## src/rtl/fetch_unit.sv

```systemverilog
// Instruction fetch stage: PC register feeding a 2-entry {instr, pc+4} FIFO toward IF/ID.
// Redirect flushes the FIFO and restarts fetch at the new word-aligned address.
module fetch_unit #(
    parameter logic [31:0] RESET_PC = 32'h0000_0000
) (
    input  logic        clk,
    input  logic        reset,
    input  logic        stall,
    input  logic        redirect,
    input  logic [31:0] redirect_pc,
    output logic        imem_req,
    output logic [31:0] imem_addr,
    input  logic        imem_ready,
    input  logic [31:0] imem_rdata,
    output logic [31:0] Instr_out,
    output logic [31:0] pc_incr_out,
    output logic        valid_out
);

    logic [31:0] pc;
    logic [31:0] pc_next;
    logic [31:0] fifo_instr [2];
    logic [31:0] fifo_pc4   [2];
    logic [1:0]  count;
    logic        fire;
    logic        pop;

    assign pc_next   = pc + 32'd4;
    assign imem_addr = pc;
    assign imem_req  = (count < 2'd2) && !redirect && !reset;
    assign fire      = imem_req && imem_ready;
    assign valid_out = (count != 2'd0);
    assign pop       = valid_out && !stall && !redirect;

    assign Instr_out   = valid_out ? fifo_instr[0] : 32'd0;
    assign pc_incr_out = valid_out ? fifo_pc4[0]   : 32'd0;

    always_ff @(posedge clk or posedge reset) begin
        if (reset) begin
            pc            <= RESET_PC;
            count         <= 2'd0;
            fifo_instr[0] <= 32'd0;
            fifo_instr[1] <= 32'd0;
            fifo_pc4[0]   <= 32'd0;
            fifo_pc4[1]   <= 32'd0;
        end else if (redirect) begin
            pc    <= {redirect_pc[31:2], 2'b00};
            count <= 2'd0;
        end else begin
            if (fire) begin
                pc <= pc_next;
            end
            unique case ({fire, pop})
                2'b10: begin
                    fifo_instr[count[0]] <= imem_rdata;
                    fifo_pc4[count[0]]   <= pc_next;
                    count                <= count + 2'd1;
                end
                2'b01: begin
                    fifo_instr[0] <= fifo_instr[1];
                    fifo_pc4[0]   <= fifo_pc4[1];
                    count         <= count - 2'd1;
                end
                2'b11: begin
                    // Fetch only happens below full, so the head leaves and the new word
                    // lands in slot 0 when count==1, or behind the survivor otherwise.
                    if (count == 2'd1) begin
                        fifo_instr[0] <= imem_rdata;
                        fifo_pc4[0]   <= pc_next;
                    end else begin
                        fifo_instr[0] <= fifo_instr[1];
                        fifo_pc4[0]   <= fifo_pc4[1];
                        fifo_instr[1] <= imem_rdata;
                        fifo_pc4[1]   <= pc_next;
                    end
                end
                default: ;
            endcase
        end
    end

endmodule

```

## config.mk

```make
export PLATFORM = sky130hd
export DESIGN_NAME = fetch_unit
export DESIGN_NICKNAME = d
export VERILOG_FILES = /design/src/rtl/fetch_unit.sv
export SDC_FILE = /design/constraint.sdc
export NUM_CORES = 1
export LEC_CHECK = 0
export CAP_MARGIN = 20
export CORE_ASPECT_RATIO = 1.75
export CORE_MARGIN = 2
export CORE_UTILIZATION = 30
export CTS_CLUSTER_SIZE = 10
export DETAILED_ROUTE_END_ITERATION = 6
export PLACE_DENSITY = 0.53
export SLEW_MARGIN = 20
export SYNTH_ARGS = -nofsm -noshare
export SYNTH_HDL_FRONTEND = slang
export SYNTH_SLANG_ARGS = --single-unit
```

## constraint.sdc

```tcl
create_clock -name clk -period 7.3 [get_ports clk]
set_input_delay 1.46 -clock clk [delete_from_list [all_inputs] [get_ports clk]]
set_output_delay 1.46 -clock clk [all_outputs]
set_load 0.02 [all_outputs]
```

==> results of run 1 <==
-- final cells by class --
cell class                 count  area share
clock buffer                  23     0.04707
clock inverter                 9     0.01509
inverter                       6    0.002896
multi-input combinational    600      0.3535
sequential                   157      0.3790
tap                          320     0.03862
timing repair buffer         173      0.1639
-- flip-flops by register name, summed over array words and instances, names as in the netlist --
register and cells:
count 2, fifo_instr 64, fifo_pc4 61, imem_addr 30
-- per-layer routing --
metal,global-route usage,share of wire,vias to the layer above,wire (um)
met5,0,0,-,0
met4,0.06813,0.027,0,592
met3,0.02840,0.030,25,656
met2,0.2963,0.54,134,11900
met1,0.1959,0.41,2996,9015
li1,-,-,3090,-
-- critical path, cell delays in order (launching register included) --
cell             delay, ns
dfrtp_1               0.49
inv_1                 0.16
ha_2                  0.69
buf_4                 0.48
nor2b_1               0.16
clkdlybuf4s50_1       0.57
-- kinds of logic (layout without fill, tap and decap cells) --
family,count (synthesis),after routing,synth area share
adder cells (fa/ha/maj),3,3,0.004773
AO/OA/AOI/OAI,162,162,0.1257
XOR/XNOR,59,59,0.06570
multiplexers,34,34,0.04852
AND/OR/NAND/NOR,340,340,0.2162
flip-flops,157,157,0.4995
buffers and inverters,68,211,0.03913
other,1,2,0.0004768
-- per-stage QoR --
step                      hold WS [ns]  instance area [um2]  instances
after CTS                       0.4612                10360       1288
after floorplan                 0.4309                 7869        825
after global placement          0.4434                 9721       1256
after global routing            0.4791                10370       1288
after detailed placement        0.4477                 9721       1256
final                           0.4564                10370       1288
-- worst min path at each step --
| stage | endpoint | cells after the start | from | slack (ns) |
|---|---|---|---|---|
| floorplan | fifo_instr[33]$_DFFE_PP0P_ | 2 | fifo_instr[33]$_DFFE_PP0P_ | 0.43 |
| global placement | fifo_instr[47]$_DFFE_PP0P_ | 2 | fifo_instr[47]$_DFFE_PP0P_ | 0.44 |
| finish | fifo_instr[44]$_DFFE_PP0P_ | 2 | fifo_instr[44]$_DFFE_PP0P_ | 0.46 |
| global route | fifo_instr[62]$_DFFE_PP0P_ | 2 | fifo_instr[62]$_DFFE_PP0P_ | 0.48 |
| CTS | fifo_instr[44]$_DFFE_PP0P_ | 2 | fifo_instr[44]$_DFFE_PP0P_ | 0.46 |
| detailed placement | fifo_instr[44]$_DFFE_PP0P_ | 2 | fifo_instr[44]$_DFFE_PP0P_ | 0.45 |
-- where the power goes --
part	switching, W	internal, W	total (W)
Combinational	0.000787	0.000671	0.00146
Sequential	0.000203	0.00121	0.00142
Clock	0.000357	0.000611	0.000968
Total	0.00135	0.00250	0.00384
-- cells in the mapped netlist (all sizes together) --
library cell  count  area share
and3              8      0.0070
and4bb            1      0.0016
ha                3      0.0048
nand4            18       0.016
nor2             24       0.012
o21ai            87       0.055
a21oi            12      0.0076
a31oi             2      0.0016
and4              5      0.0057
clkbuf           47       0.025
nand2           158       0.075
mux2i             1      0.0013
nand3b            3      0.0029
inv               6      0.0029
conb              1     0.00048
nand3            18       0.011
nor3b             1     0.00095
or3               2      0.0016
or3b              1      0.0011
or4               2      0.0019
a22oi            42       0.040
a221o             3      0.0038
mux2             33       0.047
o22a              1      0.0011
buf              15       0.011
xor2             33       0.037
a32oi             4      0.0045
and2              7      0.0056
nor2b            64       0.051
dfrtp           157        0.50
a221oi            1      0.0011
nor3             21       0.015
nor4              5      0.0059
o22ai             2      0.0016
o32a              4      0.0051
or2               2      0.0019
o21a              4      0.0038
xnor2            26       0.029
==> flow_metrics.tcl, run 1 <==
set metrics [dict create \
    area_delta_synth_final_pct 31.82 \
    power.leakage_nw 4.211 \
    critPathLaunch "count[0]$_DFFE_PP0P_" \
    die_h_um 218.2 \
    netlist_area_mm2 0.007865 \
    drc 0 \
    dp_hpwl_mm 15.44 \
    rrSetupSlack_ns 3.42 \
    drv_cap 0 \
    gr-usage-all-layers 0.1662 \
    ys_seq_elements 157 \
    setup_violations 0 \
    numPortBuffers 162 \
    tritoncts "done" \
    antenna_found_initial 0 \
    dieArea_mm2 0.02758 \
    cp.arrival_ns 3.01 \
    nNetsFinal 1027 \
    mostFrequentLayoutCells "161 x clkdlybuf4s50_1, 158 x nand2_1, 157 x dfrtp_1" \
    cp-end-kind "output port" \
    n_antenna_cell 0 \
    io_pins 167 \
    drtIter0Drc 381 \
    maxSlewViolCount 0 \
    drive_gt1_frac 0.09504 \
    r2r_start "count[0]$_DFFE_PP0P_" \
    r2r_cells 9 \
    layout.area.seq_mm2 0.003929 \
    dr.pass1.iters 4 \
    hold_viol 0 \
    avgSynthCellArea_um2 9.545 \
    layout_commonest_cell "clkdlybuf4s50_1" \
    grt_max_degree 107 \
    cp_max_fo 37 \
    vias_per_cell 4.849 \
    cts-resized-gates 0 \
    post-cts-setup-buffers 0 \
    timing.rr.end "fifo_pc4[53]$_DFFE_PP0P_" \
    cts-root-buf "clkbuf_16" \
    grt_pass1_vias 6329 \
    fin_util 0.4009 \
    ys_types 49 \
    ys_warn_count 0 \
    rows 78 \
    hold_class "reg -> reg" \
    multiInputGateArea_mm2 0.003665 \
    ctsHoldBuffers 0 \
    fin_setup_tns_ns 0 \
    outcome "completed" \
    max_slew.worst_pin.slew_ns 0.9838 \
    worst_slack_ns 2.833 \
    clockBufferDepth 2 \
    crit_path_start_kind "flip-flop" \
    fillers 2549 \
    crit_type "reg -> out" \
    start_util 0.3041 \
    die_w_um 126.4 \
    peakVddDrop_v 0.0002009 \
    cts_buffers 17 \
    netlist_instances 824 \
    clock_latency_ns 0.42 \
    power_w 0.003843 \
    rsz0062_at_grt "no" \
    fmax_mhz 223.9 \
    wire_per_inst_um 17.21 \
    p_per_area_mw_per_mm2 370.7 \
    grt_first_pass_wirelength_mm 35.79 \
    critPathCapture "pc_incr_out[30]" \
    place_congestion 0.7790 \
    routed_wl_mm 22.17 \
    antenna_left 0 \
    cts_sinks 157 \
    via_count 6245 \
    max_slew_margin 0.3428 \
    htreeDepth 4 \
    fin_skew_ns 0.009761 \
    min_period_ns 4.467 \
    fin_crit_sh 0.6119 \
    crit_required_ns 5.84 \
    grt_overflow_total 0 \
    cts.reportedPaths.clkPinSlew_ns 0.07 \
    synth_seq_area_share 0.4995 \
    core_mm2 0.02586 \
    pre_cts_ws_ns 2.994 \
]
Note: power is estimated with default switching activity, not from simulation.
==> inputs of run 2 (changes only) <==
==> constraint.sdc (replaced) <==
create_clock -name clk -period 4.24 [get_ports clk]
set_input_delay 0.848 -clock clk [delete_from_list [all_inputs] [get_ports clk]]
set_output_delay 0.848 -clock clk [all_outputs]
set_load 0.02 [all_outputs]
==> run 2 against run 1 <==
Net effect: sequential share of layout area fell by 0.38 points; die area unchanged; first-iteration DRC count down 35%; critical endpoint is now pc_incr_out[22]; total power up 72%.
==> flow_metrics.tcl, run 2 (synthesis results as in run 1) <==
set metrics [dict create \
    outcome "completed" \
    htreeDepth 4 \
    multiInputGateArea_mm2 0.003665 \
    hold_class "reg -> reg" \
    maxSlewViolCount 0 \
    top_usage_layer "met2" \
    clock_latency_ns 0.45 \
    critPathBufInv 3 \
    place_congestion 0.8023 \
    layout.area.seq_mm2 0.003929 \
    min_from "fifo_instr[45]$_DFFE_PP0P_" \
    met3_usage 0.02962 \
    mostFrequentLayoutCells "161 x clkdlybuf4s50_1, 158 x nand2_1, 157 x dfrtp_1" \
    drive_gt1_frac 0.1096 \
    grt_util_met1 0.1926 \
    fmax_mhz 287.2 \
    layout_commonest_cell "clkdlybuf4s50_1" \
    gr-usage-all-layers 0.1711 \
    post-cts-setup-buffers 0 \
    dr.pass1.iters 4 \
    min_period_ns 3.482 \
    rrSetupSlack_ns 1.28 \
    max_slew_margin 0.4704 \
    regMostFlops "fifo_instr" \
    fin_crit_sh 0.8213 \
    via_count 6248 \
    die_w_um 126.4 \
    path_cells "inv_1 > ha_2 > buf_4 > nor2b_1 > clkdlybuf4s50_1" \
    cts.reportedPaths.clkPinSlew_ns 0.07 \
    io_pins 167 \
    grt_first_pass_wirelength_mm 36.28 \
    cp_max_fo 24 \
    dieArea_mm2 0.02758 \
    wire_per_inst_um 17.35 \
    hold_end "fifo_instr[45]$_DFFE_PP0P_" \
    fin_skew_ns 0.008427 \
    vias_per_cell 4.788 \
    peakVddDrop_v 0.0003554 \
    grt_util_met2 0.3050 \
    max_slew.worst_pin.slew_ns 0.7927 \
    drtIter0Drc 249 \
    drc 0 \
    ctsHoldBuffers 0 \
    fillers 2564 \
    slowest_delay_ns 0.56 \
    grt_overflow_total 0 \
    start_util 0.3041 \
    core_mm2 0.02586 \
    cts_buffers 17 \
    cp.arrival_ns 2.63 \
    cp-end-kind "output port" \
    pre_cts_ws_ns 0.8321 \
    dp_hpwl_mm 16.21 \
    antenna_found_initial 0 \
    crit_path_start_kind "flip-flop" \
    largest_reg_flops 64 \
    r2r_start "count[0]$_DFFE_PP0P_" \
    crit_required_ns 3.39 \
    power_w 0.006602 \
    routed_wl_mm 22.65 \
    drv_cap 0 \
    nNetsFinal 1044 \
    fin_setup_tns_ns 0 \
    tritoncts "done" \
    die_h_um 218.2 \
    rows 78 \
    cts-root-buf "clkbuf_16" \
    cts_sinks 157 \
    critPathTopFamily "buffers and inverters" \
    p_per_area_mw_per_mm2 630.3 \
    numPortBuffers 162 \
    setup_violations 0 \
    cts-resized-gates 0 \
    rsz0062_at_grt "no" \
    grt_pass1_vias 6381 \
    n_antenna_cell 0 \
    r2r_cells 8 \
    clockBufferDepth 2 \
    crit_type "reg -> out" \
    hold_viol 0 \
    grt_max_degree 63 \
    power.leakage_nw 4.271 \
    cp_slowest_cell "clkdlybuf4s50_1" \
    timing.rr.end "fifo_instr[12]$_DFFE_PP0P_" \
    worst_slack_ns 0.7577 \
    area_delta_synth_final_pct 33.17 \
    worstHoldPathCells 2 \
    antenna_left 0 \
]
run 2: cell count changes in the layout (fill, tap and decap cells not counted), sizes merged:
cell	before	now
inv	7	6
buf	12	29
clkbuf	23	22
bufinv	4	3
clkinvlp	0	3
run 2: how the worst max path moves through the flow:
stage / start / end / slack (ns) / cells past startpoint
floorplan: reset / count[0]$_DFFE_PP0P_ / 1.41 / 1
global placement: reset / fifo_instr[29]$_DFFE_PP0P_ / 0.86 / 6
detailed placement: reset / fifo_instr[29]$_DFFE_PP0P_ / 0.83 / 6
CTS: count[0]$_DFFE_PP0P_ / pc_incr_out[22] / 0.63 / 5
global route: count[0]$_DFFE_PP0P_ / pc_incr_out[22] / 0.53 / 5
finish: count[0]$_DFFE_PP0P_ / pc_incr_out[22] / 0.76 / 5
run 2: metal layers:
metal  vias up  routed length, um
li1       3122                  -
met1      2965               9127
met2       125              11960
met3        36                665
met4         0                889
met5         -                  0
run 2: layout make-up:
cell class,instances,share of cell area
Multi-Input combinational cell,600,0.3499
Timing Repair Buffer,190,0.1768
Tap cell,320,0.03823
Clock inverter,10,0.01314
Clock buffer,22,0.04432
Inverter,6,0.002509
Sequential cell,157,0.3751
run 2: power by group:
| part | internal [W] | switching (W) |
|---|---|---|
| Sequential | 0.00209 | 0.000362 |
| Combinational | 0.00121 | 0.00136 |
| Clock | 0.000956 | 0.000631 |
run 2: tightest hold or removal path, stage by stage (launching register included):
cell	delay [ns]
dfrtp_1	0.33
nand2_1	0.05
nand2_1	0.05
run 2: metrics by stage:
stage,instances,hold slack (ns),cell area (um2),utilization
after CTS,1305,0.4609,10470,0.4050
after global placement,1273,0.4429,9872,0.3817
after floorplan,825,0.4309,7873,-
after global routing,1305,0.4820,10470,0.4050
final,1305,0.4551,10470,0.4050
after detailed placement,1273,0.4475,9872,0.3817
